**config.mk**
```make
export PLATFORM = sky130hd
export DESIGN_NAME = load_unit
export DESIGN_NICKNAME = d
export VERILOG_FILES = /design/src/rtl/riscv_pkg.sv /design/src/rtl/load_align.sv /design/src/rtl/load_unit.sv
export SDC_FILE = /design/constraint.sdc
export NUM_CORES = 1
export LEC_CHECK = 0
export CORE_MARGIN = 2
export CORE_UTILIZATION = 41
export DETAILED_ROUTE_END_ITERATION = 12
export GPL_TIMING_DRIVEN = 0
export HOLD_SLACK_MARGIN = 0.1
export PLACE_DENSITY_LB_ADDON = 0.15
export SLEW_MARGIN = 40
export SYNTH_ARGS = -nofsm -noshare
export SYNTH_HDL_FRONTEND = slang
export SYNTH_SLANG_ARGS = --single-unit
```
**constraint.sdc**
```tcl
create_clock -name clk_i -period 2.45 [get_ports clk_i]
set_input_delay 0.245 -clock clk_i [delete_from_list [all_inputs] [get_ports clk_i]]
set_output_delay 0.245 -clock clk_i [all_outputs]
set_load 0.05 [all_outputs]
```
**src/rtl/riscv_pkg.sv**
```systemverilog
// riscv_pkg: shared core definitions used by the load path.
//   XLEN             data/address width
//   F3_*             load funct3 encodings
//   load_state_e     load_unit FSM states
//   f3_is_legal()    true for the five supported load funct3 values
package riscv_pkg;

    localparam int unsigned XLEN = 32;

    localparam logic [2:0] F3_LB  = 3'b000;
    localparam logic [2:0] F3_LH  = 3'b001;
    localparam logic [2:0] F3_LW  = 3'b010;
    localparam logic [2:0] F3_LBU = 3'b100;
    localparam logic [2:0] F3_LHU = 3'b101;

    typedef enum logic [2:0] {
        IDLE,
        RD0,
        RD1,
        CAP,
        RESP
    } load_state_e;

    function automatic logic f3_is_legal(input logic [2:0] f3);
        return (f3 == F3_LB) || (f3 == F3_LH) || (f3 == F3_LW) ||
               (f3 == F3_LBU) || (f3 == F3_LHU);
    endfunction

endpackage

```
**src/rtl/load_align.sv**
```systemverilog
// load_align: combinational byte/halfword/word extraction for loads.
//   word1, word0  source words; {word1,word0} is the little-endian window
//   offset        byte offset of the access within word0
//   funct3        load type (LB/LH/LW sign-extend or take 32b, LBU/LHU zero-extend)
//   result        extended load value; '0 for an unsupported funct3
module load_align #(
    parameter int unsigned XLEN = riscv_pkg::XLEN
) (
    input  logic [31:0]     word1,
    input  logic [31:0]     word0,
    input  logic [1:0]      offset,
    input  logic [2:0]      funct3,
    output logic [XLEN-1:0] result
);
    import riscv_pkg::*;

    logic [63:0] window;
    logic        unused_window_hi;

    // Shift the 64-bit pair so the addressed byte lands at bit 0.
    assign window           = {word1, word0} >> {offset, 3'b000};
    assign unused_window_hi = ^window[63:32];

    always_comb begin
        result = '0;
        case (funct3)
            F3_LB:   result = {{(XLEN-8){window[7]}}, window[7:0]};
            F3_LBU:  result = {{(XLEN-8){1'b0}}, window[7:0]};
            F3_LH:   result = {{(XLEN-16){window[15]}}, window[15:0]};
            F3_LHU:  result = {{(XLEN-16){1'b0}}, window[15:0]};
            F3_LW:   result = XLEN'(window[31:0]);
            default: result = '0;
        endcase
    end

endmodule

```
**src/rtl/load_unit.sv**
```systemverilog
// load_unit: load path from execute to write-back via a synchronous-read,
// little-endian word memory with one-cycle read latency.
//   clk_i, rst_i                  clock, synchronous active-high reset
//   req_valid_i/req_ready_o       load request handshake
//   req_addr_i/funct3_i/rd_i      byte address, load type, destination reg
//   mem_rd_en_o/mem_rd_addr_o     word read strobe and word index
//   mem_rd_data_i                 read data, valid the cycle after the strobe
//   wb_valid_o/wb_ready_i         write-back handshake
//   wb_rd_o/wb_data_o/wb_err_o    result; held stable while wb_valid_o is high
// Build option MISALIGNED_SPLIT_EN: misaligned accesses are served (word-
// crossing ones as two reads via RD1) and only illegal funct3 errors. When
// undefined, every misaligned access errors without a memory read.
module load_unit #(
    parameter  int unsigned XLEN     = riscv_pkg::XLEN,
    parameter  int unsigned MEM_SIZE = 2048,
    localparam int unsigned AW       = $clog2(MEM_SIZE)
) (
    input  logic            clk_i,
    input  logic            rst_i,
    input  logic            req_valid_i,
    output logic            req_ready_o,
    input  logic [XLEN-1:0] req_addr_i,
    input  logic [2:0]      req_funct3_i,
    input  logic [4:0]      req_rd_i,
    output logic            mem_rd_en_o,
    output logic [AW-1:0]   mem_rd_addr_o,
    input  logic [31:0]     mem_rd_data_i,
    output logic            wb_valid_o,
    input  logic            wb_ready_i,
    output logic [4:0]      wb_rd_o,
    output logic [XLEN-1:0] wb_data_o,
    output logic            wb_err_o
);
    import riscv_pkg::*;

    load_state_e     state_q, state_d;

    logic [AW+1:0]   addr_q;
    logic [2:0]      f3_q;
    logic [4:0]      rd_q;
    logic            err_q;
    logic [31:0]     word0_q;
    logic [XLEN-1:0] data_q;

    logic [AW-1:0]   idx0;
    logic [1:0]      req_off;
    logic            req_is_half;
    logic            req_is_word;
    logic            req_err;
    logic [31:0]     align_w1;
    logic [31:0]     align_w0;
    logic [XLEN-1:0] align_result;
    logic            unused_addr_hi;

    // Only the word index and byte offset of the address are ever needed.
    assign unused_addr_hi = ^req_addr_i[XLEN-1:AW+2];

    assign req_off     = req_addr_i[1:0];
    assign req_is_half = (req_funct3_i == F3_LH) || (req_funct3_i == F3_LHU);
    assign req_is_word = (req_funct3_i == F3_LW);
    assign idx0        = addr_q[AW+1:2];

`ifdef MISALIGNED_SPLIT_EN
    logic          split_q;
    logic          req_split;
    logic [31:0]   word1_q;
    logic [AW-1:0] idx1;

    // Only accesses that run past the end of word0 need a second read.
    assign req_err   = !f3_is_legal(req_funct3_i);
    assign req_split = !req_err &&
                       ((req_is_half && (req_off == 2'd3)) ||
                        (req_is_word && (req_off != 2'd0)));
    assign idx1      = (idx0 == AW'(MEM_SIZE - 1)) ? '0 : idx0 + AW'(1);

    // In CAP the memory returns word1 for a split access, word0 otherwise.
    assign align_w1  = split_q ? mem_rd_data_i : '0;
    assign align_w0  = split_q ? word0_q : mem_rd_data_i;
`else
    logic req_misal;

    assign req_misal = (req_is_half && req_off[0]) ||
                       (req_is_word && (req_off != 2'd0));
    assign req_err   = !f3_is_legal(req_funct3_i) || req_misal;
    assign align_w1  = '0;
    assign align_w0  = mem_rd_data_i;
`endif

    load_align #(
        .XLEN (XLEN)
    ) u_align (
        .word1  (align_w1),
        .word0  (align_w0),
        .offset (addr_q[1:0]),
        .funct3 (f3_q),
        .result (align_result)
    );

    always_ff @(posedge clk_i) begin
        if (rst_i) begin
            state_q <= IDLE;
            addr_q  <= '0;
            f3_q    <= '0;
            rd_q    <= '0;
            err_q   <= 1'b0;
            word0_q <= '0;
            data_q  <= '0;
`ifdef MISALIGNED_SPLIT_EN
            split_q <= 1'b0;
            word1_q <= '0;
`endif
        end else begin
            state_q <= state_d;
            case (state_q)
                IDLE: begin
                    if (req_valid_i) begin
                        addr_q  <= req_addr_i[AW+1:0];
                        f3_q    <= req_funct3_i;
                        rd_q    <= req_rd_i;
                        err_q   <= req_err;
                        data_q  <= '0;
`ifdef MISALIGNED_SPLIT_EN
                        split_q <= req_split;
`endif
                    end
                end
`ifdef MISALIGNED_SPLIT_EN
                RD1: word0_q <= mem_rd_data_i;
`endif
                CAP: begin
`ifdef MISALIGNED_SPLIT_EN
                    if (split_q) begin
                        word1_q <= mem_rd_data_i;
                    end else begin
                        word0_q <= mem_rd_data_i;
                    end
`else
                    word0_q <= mem_rd_data_i;
`endif
                    data_q <= align_result;
                end
                default: ;
            endcase
        end
    end

    always_comb begin
        state_d       = state_q;
        req_ready_o   = 1'b0;
        mem_rd_en_o   = 1'b0;
        mem_rd_addr_o = '0;
        wb_valid_o    = 1'b0;
        case (state_q)
            IDLE: begin
                req_ready_o = 1'b1;
                if (req_valid_i) begin
                    state_d = req_err ? RESP : RD0;
                end
            end
            RD0: begin
                mem_rd_en_o   = 1'b1;
                mem_rd_addr_o = idx0;
`ifdef MISALIGNED_SPLIT_EN
                state_d       = split_q ? RD1 : CAP;
`else
                state_d       = CAP;
`endif
            end
`ifdef MISALIGNED_SPLIT_EN
            RD1: begin
                mem_rd_en_o   = 1'b1;
                mem_rd_addr_o = idx1;
                state_d       = CAP;
            end
`endif
            CAP: state_d = RESP;
            RESP: begin
                wb_valid_o = 1'b1;
                if (wb_ready_i) begin
                    state_d = IDLE;
                end
            end
            default: state_d = IDLE;
        endcase
    end

    assign wb_rd_o   = rd_q;
    assign wb_data_o = data_q;
    assign wb_err_o  = err_q;

endmodule

```
==> results_dict.tcl <==
set metrics [dict create \
    hold_path_depth 3 \
    max-slew-margin-rel 0.532 \
    ios 128 \
    stdcell_count 564 \
    grt_pass1_wl_um 13600 \
    critPathMaxFanout 10 \
    synth_top_family_by_area "compound AO/OA/AOI/OAI gates" \
    synth_cells 344 \
    cts_tree "yes" \
    area_growth_pct 47.4 \
    first_pass_iters 4 \
    viasPerCell 5.26 \
    nFillCells 622 \
    synth-seq-area-share 0.395 \
    crit_type "reg -> out" \
    drt-initial-drc-count 168 \
    total_power_mw 2.51 \
    avgSynthCellArea_um2 8.40 \
    row_count 30 \
    hold_viol_final 0 \
    post-cts-setup-buffers 0 \
    synthMuxAreaShare 0.0671 \
    clkTransAtPathRegs_ps 70 \
    diodes 0 \
    critical_path_required_ps 2200 \
    wl_per_cell_um 15.5 \
    period_share 0.939 \
    core_area_mm2 0.00679 \
    p_per_area_mw_per_mm2 589 \
    synth_edf_count 0 \
    final_util 0.627 \
    grt_overflow 0 \
    place.gp.congestion 0.837 \
    clk_path_buf_depth 2 \
    h-tree-depth 3 \
    dieArea_mm2 0.00774 \
    start_kind "flop" \
    synthAdderAreaFrac 0 \
    synthArstFlopShare 0 \
    p_leak_nw 1.51 \
    fin_skew_ps 8.73 \
    drv_cap 0 \
    rsz0062_at_grt "no" \
    cp.arrival_ps 2060 \
    end_kind "output pin" \
    via_count 2964 \
    cts.sinks 57 \
    min_path_type "in -> reg" \
    grt.total_usage 0.229 \
    tightest_slew_ps 682 \
    setup_viol 0 \
    synth-seq-cells 57 \
    drive_above_1_share 0.118 \
    reg2reg_depth 5 \
    insertion_delay_ps 340 \
    peakVddDrop_uv 458 \
    nNetsFinal 539 \
    syn_nets 420 \
    synth_compound_area_frac 0.281 \
    ys.flop_type "dfxtp_1" \
    synth_area_mm2 0.00289 \
    ys_types 36 \
    wl_um 8730 \
    die_w_um 88.0 \
    synthSimpleGateAreaFrac 0.198 \
    status "completed" \
    layout_min_cycle_time_ps 2300 \
    cts_root_buf "clkbuf_8" \
    synth.top_cell.area_share 0.395 \
    dp_hpwl_um 6440 \
    drc_errors 0 \
    synth.largest_area_cell "dfxtp_1" \
    grt_max_degree 11 \
    multi_input_area_mm2 0.00158 \
    start_util 0.425 \
    tns_ps 0 \
    grt_pass1_vias 2788 \
    post_synth_xor_area_fraction 0 \
    dp.cells 548 \
    drv_slew 0 \
    synth_area_leaders "dfxtp_1, a21oi_1, nand2_1" \
    port_buffers 108 \
    ant_nets 0 \
    cts_buffers 9 \
    hold_ws_ps 446 \
    postCtsHoldBufs 0 \
    regArea_mm2 0.00114 \
    yosysWarnings 0 \
    antenna_found_initial 0 \
    die_y_um 88.0 \
    max_freq_mhz 435 \
]
[critical path, cell delays in order (launching register included)]
cell and delay, ps:
dfxtp_1 420, nor3b_1 370, clkbuf_1 360, clkdlybuf4s15_1 560
[metrics by stage]
stage,setup slack [ps],cell area (um2)
after floorplan,139,2890
after global placement,79.3,4090
after detailed placement,80.0,4090
after CTS,4.81,4290
after global routing,16.1,4260
final,149,4260
[routing by layer]
metal,global-route usage,vias up,part of all wire
met5,0,-,0
met4,0.105,0,0.023
met3,0.0481,19,0.064
met2,0.376,105,0.47
met1,0.288,1363,0.44
li1,-,1477,-
[final timing paths]
check | from | to | slack, ps
setup / recovery | state_q[0] | mem_rd_en_o | 150
hold reg to reg | addr_q[10] | addr_q[10] | 450
setup reg to reg | addr_q[1] | wb_data_o[22] | 560
hold / removal | req_addr_i[2] | addr_q[2] | 450
[flip-flops by register name (all words and copies together) (netlist names)]
signal and flops:
addr_q 13, f3_q 3, wb_err_o 1, wb_rd_o 5, wb_data_o 32, state_q 3
[synth_stat cells (8+ instances only)]
master / n
a211oi_1: 8
nor2_1: 17
a211oi_2: 8
a21oi_1: 55
nor2b_1: 9
and2_1: 12
a311oi_1: 9
buf_2: 13
dfxtp_1: 57
a22oi_1: 9
clkbuf_1: 14
mux2i_1: 16
nand2_1: 68
[placed cells by master, fill, tap and decap left out, types with 2 or more instances in the layout]
cell type	instances
o2bb2ai_1	7
o21ai_0	2
clkinv_2	3
clkbuf_2	9
dlymetal6s2s_1	2
clkdlybuf4s50_1	96
a211oi_2	8
mux2i_1	16
a21oi_1	55
a22oi_1	9
nor2_1	17
nand2b_1	3
and2_1	12
a311oi_1	9
buf_2	13
a211oi_1	8
a211o_1	7
nor3_1	2
bufinv_16	2
clkbuf_8	9
clkbuf_1	15
nor3b_1	2
a32oi_1	7
buf_6	4
nor2b_1	9
dfxtp_1	57
nand2_1	68
[logic make-up after synthesis]
| family | after synthesis |
|---|---|
| flip-flops | 57 |
| AND/OR/NAND/NOR | 120 |
| AO/OA/AOI/OAI | 116 |
| multiplexers | 18 |
| buffers and inverters | 33 |
[timing repair]
item,CTS,global route
endpoints found under the setup margin,10,12
pin swaps,0,0
hold endpoints to repair,0,0
resized for setup,13,18
[where the power goes]
group          internal [mW]  switching (mW)
sequential             0.962          0.0213
combinational          0.234           0.346
clock                  0.567           0.382
[final cells by class]
type	instances	share of cell area
clock inverter	6	0.0194
buffer	32	0.0390
tap	96	0.0282
sequential	57	0.268
inverter	1	0.000881
multi-input combinational	254	0.371
timing repair buffer	108	0.244
clock buffer	10	0.0299
Power figures use the tool's default switching activity.
